### src/rtl/poly_pitch_generator_if.sv
// Bus-side signals of the polyphonic pitch generator: CPU write port, busy poll, buzzer output.
// The CPU side takes the master modport; the generator takes the slave modport.
interface poly_pitch_generator_if #(
  parameter int CHANNELS = 4
) ();
  logic                we;
  logic [2:0]          addr;
  logic [31:0]         wdata;
  logic [31:0]         rdata;
  logic [CHANNELS-1:0] busy;
  logic                wave;

  modport master (output we, addr, wdata, input  rdata, busy, wave);
  modport slave  (input  we, addr, wdata, output rdata, busy, wave);
endinterface

### src/rtl/poly_pitch_generator.sv
// CHANNELS self-timed square-wave voices, written over the MIO bus and mixed into a
// 1-bit sigma-delta stream for the buzzer.
module poly_pitch_generator #(
  parameter int CHANNELS = 4,
  parameter int TICK_DIV = 100000,
  parameter int HP_W     = 21,
  parameter int DUR_W    = 16
) (
  input  logic                 clk,
  input  logic                 rst_n,
  poly_pitch_generator_if.slave bus
);
  localparam int TW = (TICK_DIV > 1) ? $clog2(TICK_DIV) : 1;
  localparam int AW = $clog2(2 * CHANNELS) + 1;

  logic [TW-1:0]       tick_cnt;
  logic                tick;
  logic [HP_W-1:0]     cnt     [CHANNELS];
  logic [HP_W-1:0]     half    [CHANNELS];
  logic [DUR_W-1:0]    dur_rem [CHANNELS];
  logic [CHANNELS-1:0] square;
  logic [CHANNELS-1:0] busy_r;
  logic [AW-1:0]       acc;
  logic [AW-1:0]       sum;
  logic [AW-1:0]       nxt;
  logic                wave_r;
  logic [HP_W-1:0]     new_half;
  logic                new_busy;
  logic                unused_wdata;

  // Octave-0 half periods (C1..B1) at a 100 MHz clock.
  function automatic logic [20:0] base_half(input logic [3:0] s);
    case (s)
      4'd0:    base_half = 21'd1528903;
      4'd1:    base_half = 21'd1443092;
      4'd2:    base_half = 21'd1362097;
      4'd3:    base_half = 21'd1285649;
      4'd4:    base_half = 21'd1213491;
      4'd5:    base_half = 21'd1145383;
      4'd6:    base_half = 21'd1081097;
      4'd7:    base_half = 21'd1020420;
      4'd8:    base_half = 21'd963148;
      4'd9:    base_half = 21'd909091;
      4'd10:   base_half = 21'd858068;
      4'd11:   base_half = 21'd809908;
      default: base_half = '0;
    endcase
  endfunction

  assign tick         = (tick_cnt == TW'(TICK_DIV - 1));
  assign unused_wdata = ^bus.wdata[31:24];

  always_comb begin
    new_half = HP_W'(base_half(bus.wdata[3:0]) >> bus.wdata[7:4]);
    new_busy = (bus.wdata[3:0] < 4'd12);
  end

  always_ff @(posedge clk or negedge rst_n) begin
    if (!rst_n) tick_cnt <= '0;
    else        tick_cnt <= tick ? '0 : tick_cnt + TW'(1);
  end

  // A write takes priority over both the phase counter and the duration tick.
  always_ff @(posedge clk or negedge rst_n) begin
    if (!rst_n) begin
      for (int unsigned i = 0; i < CHANNELS; i++) begin
        cnt[i]     <= '0;
        half[i]    <= '0;
        dur_rem[i] <= '0;
      end
      square <= '0;
      busy_r <= '0;
    end else begin
      for (int unsigned i = 0; i < CHANNELS; i++) begin
        if (bus.we && bus.addr == 3'(i)) begin
          cnt[i]     <= '0;
          square[i]  <= 1'b0;
          half[i]    <= new_half;
          dur_rem[i] <= DUR_W'(bus.wdata[23:8]);
          busy_r[i]  <= new_busy;
        end else if (busy_r[i]) begin
          if (tick && dur_rem[i] == DUR_W'(1)) begin
            busy_r[i]  <= 1'b0;
            square[i]  <= 1'b0;
            cnt[i]     <= '0;
            dur_rem[i] <= '0;
          end else begin
            if (tick && dur_rem[i] != '0) dur_rem[i] <= dur_rem[i] - DUR_W'(1);
            if (cnt[i] == half[i] - HP_W'(1)) begin
              square[i] <= ~square[i];
              cnt[i]    <= '0;
            end else begin
              cnt[i] <= cnt[i] + HP_W'(1);
            end
          end
        end
      end
    end
  end

  always_comb begin
    sum = AW'($countones(square & busy_r));
    nxt = acc + sum;
  end

  // First-order sigma-delta: ones density tracks active-high voices / CHANNELS.
  always_ff @(posedge clk or negedge rst_n) begin
    if (!rst_n) begin
      acc    <= '0;
      wave_r <= 1'b0;
    end else if (nxt >= AW'(CHANNELS)) begin
      acc    <= nxt - AW'(CHANNELS);
      wave_r <= 1'b1;
    end else begin
      acc    <= nxt;
      wave_r <= 1'b0;
    end
  end

  assign bus.busy  = busy_r;
  assign bus.wave  = wave_r;
  assign bus.rdata = 32'(busy_r);
endmodule

### src/flat_wrapper.sv
// flat-port wrapper written by rule: the top's interface ports become plain ports
module poly_pitch_generator_flat 
#(
  parameter int CHANNELS = 4,
  parameter int TICK_DIV = 100000,
  parameter int HP_W     = 21,
  parameter int DUR_W    = 16
)
  (clk, rst_n, bus_we, bus_addr, bus_wdata, bus_rdata, bus_busy, bus_wave);
  poly_pitch_generator_if #(.CHANNELS(CHANNELS)) bus_i ();
  input  logic clk;
  input  logic rst_n;
  input wire logic [$bits(bus_i.we)-1:0] bus_we;
  input wire logic [$bits(bus_i.addr)-1:0] bus_addr;
  input wire logic [$bits(bus_i.wdata)-1:0] bus_wdata;
  output wire logic [$bits(bus_i.rdata)-1:0] bus_rdata;
  output wire logic [$bits(bus_i.busy)-1:0] bus_busy;
  output wire logic [$bits(bus_i.wave)-1:0] bus_wave;
  assign bus_i.we = bus_we;
  assign bus_i.addr = bus_addr;
  assign bus_i.wdata = bus_wdata;
  assign bus_rdata = bus_i.rdata;
  assign bus_busy = bus_i.busy;
  assign bus_wave = bus_i.wave;
  poly_pitch_generator #(.CHANNELS(CHANNELS), .TICK_DIV(TICK_DIV), .HP_W(HP_W), .DUR_W(DUR_W)) u_core (.clk(clk), .rst_n(rst_n), .bus(bus_i));
endmodule
### config.mk
export PLATFORM = sky130hd
export DESIGN_NAME = poly_pitch_generator_flat
export DESIGN_NICKNAME = d
export VERILOG_FILES = /design/src/rtl/poly_pitch_generator_if.sv /design/src/rtl/poly_pitch_generator.sv /design/src/flat_wrapper.sv
export SDC_FILE = /design/constraint.sdc
export NUM_CORES = 1
export LEC_CHECK = 0
export ABC_AREA = 0
export ABC_CLOCK_PERIOD_IN_PS = 4200
export BUFFER_PORTS_ARGS = -buffer_cell sky130_fd_sc_hd__buf_2
export CAP_MARGIN = 5
export CORE_MARGIN = 2
export CORE_UTILIZATION = 60
export DETAILED_ROUTE_END_ITERATION = 10
export PLACE_DENSITY = 0.89
export RECOVER_POWER = 100
export SLEW_MARGIN = 20
export SYNTH_ARGS = -nofsm -noshare
export SYNTH_HDL_FRONTEND = slang
export SYNTH_SLANG_ARGS = --single-unit
### constraint.sdc
create_clock -name clk -period 4.2 [get_ports clk]
set_clock_uncertainty 0.1 [all_clocks]
set_input_delay 0.42 -clock clk [delete_from_list [all_inputs] [get_ports clk]]
set_output_delay 0.42 -clock clk [all_outputs]
set_load 0.05 [all_outputs]
==> impl_metrics.py <==
metrics = {
    "finish": {
        "ff_latch_area_um2": 6560,
        "layout.nets": 2089,
        "fin_area_um2": 18300,
        "multiInputGateArea_um2": 9720,
        "fill_cells": 2229,
        "area_growth_pct": 6.91,
        "drive_gt1_share_pct": 6.96,
        "fin_util_pct": 65.6,
    },
    "sta": {
        "rsz0062_at_grt": "false",
        "max_freq_mhz": 259,
        "report.final.slew_viol_count": 123,
        "hold_viol": 0,
        "slew_headroom_pct": -100,
        "tightest_slew_ps": 3000,
        "finalSetupViolations": 0,
        "post-route-period-util_pct": 92.0,
        "tns_ps": 0,
        "post-route-min-period_ps": 3870,
    },
    "setup_path": {
        "r2r_slack_ps": 330,
        "crit_path_max_incr_delay_ps": 640,
        "critPathLaunch": "u_core.half[22]",
        "critPathMaxFanout": 19,
        "path_cells": "inv_1, ha_1, or4b_2, nor4_1, o2111ai_1, nand3_1, nor2_1, a2111o_1, nand2_1, clkbuf_2, o22ai_1",
        "end_kind": "register",
        "critPathSlowestCell": "or4b_2",
        "reg2reg_from": "u_core.half[22]",
        "crit_arrival_ps": 4170,
        "critical_path_class": "reg -> reg",
        "crit_end": "u_core.cnt[28]",
        "cp.required_ps": 4500,
        "ff2ff_path_depth": 11,
        "critPathLaunchType": "register",
        "reg2reg_to": "u_core.cnt[28]",
    },
    "route": {
        "wirelength_um": 42300,
        "final_antenna_net_count": 0,
        "routedWlPerCell_um": 17.5,
        "drc": 0,
        "firstDrtPassIters": 9,
        "vias": 15300,
        "avgViaCountPerCell": 6.33,
        "drt_iter0_markers": 1479,
    },
    "yosys": {
        "synth-seq-cells": 262,
        "syn_area_um2": 17200,
        "ys_warn_count": 0,
        "seq_area_frac_synth_pct": 38.2,
        "syn_area_per_cell_um2": 8.37,
        "synthDistinctLibCells": 84,
        "synth_edf_count": 0,
        "syn_inst": 2048,
        "async_reset_ff_share_pct": 100,
        "synth_flop_cell": "dfrtp_1",
    },
    "clock_tree": {
        "ctsHoldBuffers": 1,
        "clkTransAtPathRegs_ps": 70,
        "clock_latency_ps": 550,
        "cts_tree": "yes",
        "clock-sinks": 262,
        "postCtsSetupRepairBufs": 0,
        "root_buffer": "clkbuf_16",
        "cts_resized": 0,
        "htree_levels": 1,
        "cts_buffer_depth": 3,
        "cts_buffers": 28,
    },
    "power_and_ir_drop": {
        "power_density_nw_per_um2": 504,
        "irDropWorstVdd_v": 0.000406,
        "p_leak_nw": 7.71,
        "p_seq_share_pct": 40.4,
        "p_sw_w": 0.00355,
        "p_int_w": 0.00568,
        "totalPowerFinal_w": 0.00923,
        "clockPowerShare_pct": 26.2,
        "pwr-share-comb_pct": 33.4,
        "p_sw_share_pct": 38.5,
    },
    "die": {
        "std_cell_rows": 61,
        "start_util_pct": 61.4,
        "die_x_um": 173,
        "die_area_um2": 30000,
        "io_pins": 75,
        "chipHeight_um": 173,
        "core_area_um2": 27900,
    },
    "place": {
        "dp_hpwl_um": 29400,
        "io_buffers": 38,
        "dpl_cell_area_um2": 17500,
        "gp_congestion": 0.944,
    },
    "global_route": {
        "grt-ovfl-total": 0,
        "grt_start_max_net_pins": 123,
        "grt_pass1_wl_um": 70600,
        "grt_pass1_vias": 14400,
        "antenna_found_initial": 2,
        "grt.total_usage_pct": 27.9,
    },
    "outcome": {
        "status": "complete, but fails checks",
        "failed_checks": "capacitance limit, slew limit",
    },
    "run": {
        "cap_viol_max_count": 1,
    },
    "worst_hold_path": {
        "min_path_type": "in -> reg",
        "holdPathStages": 3,
    },
}
[Yosys cell counts, types with 18 or more instances]
master    number  area share, %
xor2_1        84            4.3
mux2i_1       36            2.1
dfrtp_1      262             38
nand2_1      200            4.4
buf_4         32            1.4
a31oi_1       30            1.1
o21ai_0      241            7.0
xnor2_1       82            4.2
a21oi_1      103            3.0
ha_1          25            1.8
or3_1         23           0.84
nor2b_1       21           0.77
nor3_1        60            1.8
nand2b_1      26           0.95
a22oi_1       24            1.1
clkbuf_1     112            2.5
a32oi_1       24            1.2
and3_1        32            1.2
o22ai_1       18           0.66
nand4_1       41            1.5
nor2_1       159            3.5
nand3_1       72            2.1
inv_1         69            1.5
nor4_1        34            1.2
[through the flow]
stage	cells	setup slack [ps]	hold WS, ps
3_3_place_gp	2370	584	371
3_5_place_dp	2370	547	382
4_1_cts	2417	521	151
6_report	2420	335	177
5_1_grt	2418	153	186
2_1_floorplan	2075	890	24.4
[logic make-up (layout without fill, tap and decap cells)]
logic type	count (synthesis)	after routing	share of synthesized area (%)
xor+xnor	166	166	8.48
mux	51	51	3.28
buf+inv	225	189	5.81
other cells	1	31	0.0219
compound gates	544	544	19.2
fa+ha+maj	28	28	2.17
simple gates	771	771	22.8
flops	262	262	38.2
[layer usage]
metal,vias up,GRT usage [%],part of all wire [%]
li1,7244,-,-
met1,7297,37.0,41
met2,648,44.9,46
met3,126,6.18,9.2
met4,0,10.9,3.7
met5,-,0,0
[critical path: cells and delay by family (launching register included)]
| family | cells | cell delay [ps] |
|---|---|---|
| buf+inv | 2 | 490 |
| simple gates | 5 | 1490 |
| fa+ha+maj | 1 | 260 |
| compound gates | 3 | 920 |
| flops | 1 | 450 |
[worst min path at each step]
stage,from,slack (ps),endpoint
floorplan,rst_n,20,u_core.acc[0]
finish,bus_wdata[15],180,u_core.dur_rem[39]
global route,bus_wdata[20],190,u_core.dur_rem[28]
detailed placement,u_core.tick_cnt[8],380,u_core.tick_cnt[8]
CTS,bus_wdata[15],150,u_core.dur_rem[39]
global placement,u_core.tick_cnt[0],370,u_core.tick_cnt[0]
[state kept, by name (all words and copies together), names as in the netlist]
register,flops
u_core.acc,4
u_core.bus.busy,4
u_core.bus.wave,1
u_core.cnt,84
u_core.dur_rem,64
u_core.half,84
u_core.square,4
u_core.tick_cnt,17
[area by class of cell]
cell class                      count  share of cell area (%)
Multi-Input combinational cell   1588                    53.0
Sequential cell                   262                    35.8
Clock buffer                       37                    4.29
Tap cell                          378                    2.58
Timing Repair Buffer               74                    2.35
Inverter                           69                    1.41
Clock inverter                      9                   0.580
Antenna cell                        3                  0.0409
[layout by cell type (no fill, tap or decap), types with 8 or more instances in the layout]
cell type  Yosys  final
dfrtp_1      262    262
nor2_1       159    162
buf_4         32     26
ha_1          25     25
or3_1         23     23
or2_2         10      8
buf_2          0     27
clkbuf_1     112     19
nand2b_1      26     26
clkbuf_16      0     29
nor2b_1       21     21
conb_1         1     28
and4_1         8      8
a21oi_1      103    103
nand2_1      200    200
a22oi_1       24     24
nor4_1        34     34
inv_1         69     69
nand3_1       72     72
nand4_1       41     41
o211ai_1       9      9
a211oi_1      12     12
o21ai_0      241    242
nand3b_1       9      9
xor2_1        84     84
o31ai_1        8      8
o22ai_1       18     18
a32oi_1       24     24
or4_1          9     10
mux2i_1       36     36
and3_1        32     32
nor3b_1       14     14
nor3_1        60     60
and2_1        14     12
xnor2_1       82     82
a31oi_1       30     28
mux2_2        12      8
[power by group through the flow]
stage	logic [W]	registers, W	clock network [W]
detailed placement	0.00300	0.00374	0
floorplan	0.00246	0.00351	0
CTS	0.00304	0.00370	0.00245
finish	0.00308	0.00373	0.00242
global placement	0.00286	0.00370	0
global route	0.00347	0.00381	0.00257
No activity file was read; power rests on OpenSTA's default activity.
